File: config.mk
export PLATFORM = sky130hd
export DESIGN_NAME = ccff_stream_loader
export DESIGN_NICKNAME = d
export VERILOG_FILES = /design/src/rtl/ccff_stream_loader.sv
export SDC_FILE = /design/constraint.sdc
export NUM_CORES = 1
export LEC_CHECK = 0
export CORE_UTILIZATION = 60
export CTS_CLUSTER_SIZE = 24
export DETAILED_ROUTE_END_ITERATION = 16
export DONT_BUFFER_PORTS = 1
export PLACE_DENSITY = 0.84
export SYNTH_ARGS = -nofsm -noshare
export SYNTH_HDL_FRONTEND = slang
export SYNTH_SLANG_ARGS = --single-unit
File: constraint.sdc
create_clock -name prog_clk -period 3.3 [get_ports prog_clk]
set_input_delay 0.165 -clock prog_clk [delete_from_list [all_inputs] [get_ports prog_clk]]
set_output_delay 0.165 -clock prog_clk [all_outputs]
set_load 0.01 [all_outputs]
File: src/rtl/ccff_stream_loader.sv
// Streams bitstream words into NUM_CHAINS parallel configuration chains and,
// optionally, reads the previous chain contents back out word by word.
module ccff_stream_loader #(
  parameter int unsigned NUM_CHAINS = 1,
  parameter int unsigned DATA_W     = 8,
  parameter int unsigned CHAIN_LEN  = 64
) (
  input  logic                  prog_clk,
  input  logic                  reset,
  input  logic                  start,
  input  logic                  mode,
  input  logic [DATA_W-1:0]     in_data,
  input  logic                  in_valid,
  output logic                  in_ready,
  output logic [DATA_W-1:0]     rb_data,
  output logic                  rb_valid,
  input  logic                  rb_ready,
  output logic [NUM_CHAINS-1:0] ccff_head,
  input  logic [NUM_CHAINS-1:0] ccff_tail,
  output logic                  ccff_shift_en,
  output logic                  busy,
  output logic                  done
);

  // Division guards keep illegal parameter sets reaching the check below
  // instead of failing on a divide-by-zero first.
  localparam int unsigned NC_SAFE   = (NUM_CHAINS == 0) ? 1 : NUM_CHAINS;
  localparam int unsigned BPW       = DATA_W / NC_SAFE;
  localparam int unsigned BPW_SAFE  = (BPW == 0) ? 1 : BPW;
  localparam int unsigned WORDS     = CHAIN_LEN / BPW_SAFE;
  localparam int unsigned WCNT_W    = $clog2(WORDS + 1);
  localparam int unsigned BCNT_W    = (BPW > 1) ? $clog2(BPW) : 1;
  localparam bit          PARAMS_OK = (NUM_CHAINS != 0) && (BPW != 0) &&
                                      ((DATA_W % NC_SAFE) == 0) &&
                                      ((CHAIN_LEN % BPW_SAFE) == 0) &&
                                      (WORDS != 0);

  // Refuse to elaborate with a word that does not split evenly over the chains
  // or a chain length that is not a whole number of words.
  if (!PARAMS_OK) begin : g_param_check
    $error("ccff_stream_loader: illegal NUM_CHAINS/DATA_W/CHAIN_LEN combination");
  end

  typedef enum logic [2:0] {
    S_IDLE  = 3'd0,
    S_LOAD  = 3'd1,
    S_SHIFT = 3'd2,
    S_DRAIN = 3'd3,
    S_DONE  = 3'd4
  } state_t;

  state_t                r_state;
  logic                  r_mode;
  logic [WCNT_W-1:0]     r_words;
  logic [BCNT_W-1:0]     r_bit;
  logic [DATA_W-1:0]     r_sreg;
  logic [DATA_W-1:0]     r_rb_sreg;
  logic [DATA_W-1:0]     r_rb_data;
  logic                  r_rb_valid;
  logic [NUM_CHAINS-1:0] r_head;
  logic                  r_shift_en;
  logic                  r_in_ready;
  logic                  r_busy;
  logic                  r_done;

  state_t                w_state_nxt;
  logic                  w_mode_nxt;
  logic                  w_hs;
  logic                  w_last_bit;
  logic [WCNT_W-1:0]     w_words_inc;
  logic                  w_rb_set;
  logic                  w_rb_valid_nxt;
  logic [DATA_W-1:0]     w_rb_word;

  assign in_ready      = r_in_ready;
  assign rb_data       = r_rb_data;
  assign rb_valid      = r_rb_valid;
  assign ccff_head     = r_head;
  assign ccff_shift_en = r_shift_en;
  assign busy          = r_busy;
  assign done          = r_done;

  // Readback word with this cycle's tail bits inserted at the top; after BPW
  // cycles the first-sampled tail bits sit in the low NUM_CHAINS bits.
  assign w_rb_word = (r_rb_sreg >> NUM_CHAINS) |
                     (DATA_W'(ccff_tail) << (DATA_W - NUM_CHAINS));

  // State register.
  always_ff @(posedge prog_clk) begin
    if (reset) begin
      r_state <= S_IDLE;
    end else begin
      r_state <= w_state_nxt;
    end
  end

  // Next-state decode plus the next readback-valid value used by the output regs.
  always_comb begin
    w_state_nxt = r_state;
    w_mode_nxt  = r_mode;
    w_hs        = 1'b0;
    w_rb_set    = 1'b0;
    w_last_bit  = (r_bit == BCNT_W'(BPW - 1));
    w_words_inc = r_words + WCNT_W'(1);
    case (r_state)
      S_IDLE: begin
        if (start) begin
          w_state_nxt = S_LOAD;
          w_mode_nxt  = mode;
        end
      end
      S_LOAD: begin
        if (in_valid && r_in_ready) begin
          w_hs        = 1'b1;
          w_state_nxt = S_SHIFT;
        end
      end
      S_SHIFT: begin
        if (w_last_bit) begin
          w_rb_set = r_mode;
          if (w_words_inc < WCNT_W'(WORDS)) begin
            w_state_nxt = S_LOAD;
          end else if (r_mode) begin
            w_state_nxt = S_DRAIN;
          end else begin
            w_state_nxt = S_DONE;
          end
        end
      end
      S_DRAIN: begin
        if (!r_rb_valid) begin
          w_state_nxt = S_DONE;
        end
      end
      S_DONE: begin
        w_state_nxt = S_IDLE;
      end
      default: begin
        w_state_nxt = S_IDLE;
      end
    endcase
    if (w_rb_set) begin
      w_rb_valid_nxt = 1'b1;
    end else if (r_rb_valid && rb_ready) begin
      w_rb_valid_nxt = 1'b0;
    end else begin
      w_rb_valid_nxt = r_rb_valid;
    end
  end

  // Registered outputs are computed from next-state values so they line up
  // with the state they describe.
  always_ff @(posedge prog_clk) begin
    if (reset) begin
      r_mode     <= 1'b0;
      r_in_ready <= 1'b0;
      r_shift_en <= 1'b0;
      r_busy     <= 1'b0;
      r_done     <= 1'b0;
      r_rb_valid <= 1'b0;
    end else begin
      r_mode     <= w_mode_nxt;
      r_in_ready <= (w_state_nxt == S_LOAD) && !(w_mode_nxt && w_rb_valid_nxt);
      r_shift_en <= (w_state_nxt == S_SHIFT);
      r_busy     <= (w_state_nxt != S_IDLE);
      r_done     <= (w_state_nxt == S_DONE);
      r_rb_valid <= w_rb_valid_nxt;
    end
  end

  // Word/bit counters, serialiser, readback deserialiser.
  always_ff @(posedge prog_clk) begin
    if (reset) begin
      r_words   <= '0;
      r_bit     <= '0;
      r_sreg    <= '0;
      r_rb_sreg <= '0;
      r_rb_data <= '0;
      r_head    <= '0;
    end else begin
      case (r_state)
        S_IDLE: begin
          if (start) begin
            r_words <= '0;
          end
        end
        S_LOAD: begin
          if (w_hs) begin
            r_head <= in_data[NUM_CHAINS-1:0];
            r_sreg <= in_data >> NUM_CHAINS;
            r_bit  <= '0;
          end
        end
        S_SHIFT: begin
          r_rb_sreg <= w_rb_word;
          if (w_last_bit) begin
            r_head  <= '0;
            r_words <= w_words_inc;
            if (r_mode) begin
              r_rb_data <= w_rb_word;
            end
          end else begin
            r_head <= r_sreg[NUM_CHAINS-1:0];
            r_sreg <= r_sreg >> NUM_CHAINS;
            r_bit  <= r_bit + BCNT_W'(1);
          end
        end
        default: begin
          r_head <= '0;
        end
      endcase
    end
  end

endmodule

==> run_results.csv <==
group,metric,value,unit
die,die-width,55.08,um
synth,ys_async_sr_fraction,0,%
die,dieArea,0.003034,mm^2
route,drt-initial-drc-count,51,
timing,setup_viol,0,
final_layout,antennaDiodeCount,0,
route,ant_nets,0,
cts,cts_tree,"yes",
timing,fin_skew,0.009758,ns
flow_run,cap_violations,0,
power_and_ir_drop,max-vdd-ir-drop,0.4772,mV
final_layout,fin_area,0.001803,mm^2
route,first_pass_iters,4,
final_layout,final_layout_size_suffix_gt1_share,9.596,%
route,vias,1378,
synth,synth_ff_type,"dfxtp_1",
setup_path,cp.arrival,2.30,ns
global_routing,grt_overflow_total,0,
setup_path,end_kind,"register",
power_and_ir_drop,p_leak,0.6210,nW
power_and_ir_drop,power,0.7950,mW
placement,place.gp.congestion,0.8630,
timing,layout_setup_ws,1.204,ns
cts,numCtsBuffers,5,
setup_path,slowest_delay,0.45,ns
synth,synthAdderAreaFrac,2.221,%
die,pin_count,29,
setup_path,crit_fanout,10,
timing,worst_pin_slew,0.9251,ns
cts,cts_root_buf,"clkbuf_4",
cts,cts.htree.levels,2,
synth,synthCells,196,
timing,rsz0062_at_grt,"no",
synth,synth-seq-area-share,46.19,%
setup_path,worstPathCellList,"ha_1 -> ha_1 -> nor4bb_1 -> buf_4 -> and2_1 -> a211oi_1 -> o21ai_0",
synth,synth_compound_area_share,15.69,%
status,outcome,"complete, no violations",
placement,place_area,0.001667,mm^2
cts,clock_latency,0.34,ns
die,row_count,18,
synth,synthMuxAreaShare,1.776,%
timing,slew_headroom,38.06,%
global_routing,antenna_found_initial,0,
setup_path,cp_common_cell,"ha_1",
final_layout,nets,216,
timing,post-route-min-period,2.096,ns
placement,dp_hpwl,2337,um
setup_path,crit_type,"reg -> reg",
die,die_h,55.08,um
synth,synth_area_leaders,"dfxtp_1, nand2_1, a21oi_1",
power_and_ir_drop,power_density,440.9,mW/mm^2
cts,cts.sinks,39,
synth,synth_seq_cells,39,
route,viasPerCell,6.044,
synth,synth_area,0.001690,mm^2
synth,synth_top_family_by_area,"simple AND/OR/NAND/NOR gates",
global_routing,grt_pass1_vias,1191,
global_routing,track_usage,26.67,%
timing,post-route-period-util,63.51,%
synth,synth_nets,214,
route,routedWlPerCell,15.28,um
setup_path,required,3.51,ns
global_routing,grt_max_degree,36,
die,core_area,0.002567,mm^2
timing,finalSetupTns,0,ns
synth,synth_most_common_cell,"nand2_1",
route,route.detailed.drc,0,
synth,synthTopCellsByCount,"nand2_1, dfxtp_1, a21oi_1, nor2_1",
synth,synthSimpleGateAreaFrac,28.57,%
setup_path,slowest_stage,"a211oi_1",
synth,synth_xor_area_share,1.036,%
route,drt_wl_total,3483,um
synth,syn_area_per_cell,8.624,um^2
cts,cts_resized,0,
min_path,hold_class,"in -> reg",
synth,ys_warn_count,0,
cts,clock_path_buffers,2,
synth,synth_edf_count,0,
final_layout,area_delta_synth_final,6.662,%
placement,port_buffers,0,
cts,clk_pin_slew_worst_paths,0.10,ns
setup_path,cp-start-kind,"register",
global_routing,grt_pass1_wl,5382,um
synth,yosysUniqueCellTypes,42,
synth,synth_top_area_share,46.19,%
timing,final-hold-violation-count,0,
timing,timing.fmax,477.2,MHz
placement,pre_cts_ws,1.226,ns
timing,drv_slew,0,
die,start_util,65.84,%
synth,yosysTopAreaCell,"dfxtp_1",
## layout by cell type (no fill, tap or decap), types with 3 or more instances in the layout
master,instances
a21oi_1,20
a311oi_1,6
clkbuf_4,5
dfxtp_1,39
dlygate4sd3_1,6
ha_1,3
mux2i_1,3
nand2_1,45
nand2b_1,5
nand3_1,6
nor2_1,16
nor2b_1,3
nor3_1,3
## final cells by class
type / count / area, um^2
Tap cell: 30 / 37.54
Fill cell: 212 / 764.5
Sequential cell: 39 / 780.7
Timing Repair Buffer: 8 / 87.58
Clock buffer: 6 / 51.30
Clock inverter: 1 / 5.005
Inverter: 2 / 7.507
Multi-Input combinational cell: 142 / 833.3
## path summary, 6_finish.rpt
kind	start	end	slack, ns	cells past startpoint
max	r_bit[0]$_SDFFE_PP0P_	busy$_SDFF_PP0_	1.20	7
min	in_data[6]	r_sreg[5]$_SDFFE_PP0P_	0.02	2
max reg2reg	r_bit[0]$_SDFFE_PP0P_	busy$_SDFF_PP0_	1.20	7
min reg2reg	r_rb_sreg[1]$_SDFFE_PP0P_	r_rb_sreg[1]$_SDFFE_PP0P_	0.46	2
## worst max-delay path: cells and delay by family, from the launching register on
kind            cells  cell delay, ns
simple gates        2            0.42
fa+ha+maj           2            0.38
compound gates      2            0.62
flops               1            0.34
buf+inv             1            0.19
## where the power goes
group / internal [mW] / switching, mW / leakage (nW)
sequential: 0.481 / 0.0134 / 0.315
clock: 0.0987 / 0.145 / 0.0341
combinational: 0.0259 / 0.0310 / 0.271
total: 0.605 / 0.190 / 0.621
## stage by stage
step,hold WS [ns],utilization [%],cells
6_report,0.02024,70.22,228
4_1_cts,0.004731,70.22,228
2_1_floorplan,0.3010,-,196
3_5_place_dp,0.2408,64.91,214
5_1_grt,0.006223,70.22,228
3_3_place_gp,0.2382,64.91,214
## repair_timing
action / 4_1_cts / 5_1_grt
buffers inserted: 0 / 0
endpoints found under the hold margin: 35 / 0
endpoints found under the setup margin: 0 / 0
hold buffers: 7 / 0
## sequential cells by signal, summed over array words and instances (netlist names), 3 cells and up
name       cells
rb_data        8
r_rb_sreg      7
r_sreg         7
r_words        4
r_bit          3
r_state        3
## routing by layer
layer	GRT usage [%]	share of wire [%]	vias to the layer above
li1	-	-	684
met1	30.38	44	646
met2	43.37	48	43
met3	8.743	6.4	5
met4	15.42	1.7	0
met5	0	0	-
## kinds of logic (layout without fill, tap and decap cells)
logic type | after synthesis | count (layout)
flops | 39 | 39
mux | 3 | 3
simple gates | 96 | 96
xor+xnor | 2 | 2
buf+inv | 15 | 17
fa+ha+maj | 3 | 3
compound gates | 38 | 38
Note: power is estimated with default switching activity, not from simulation.
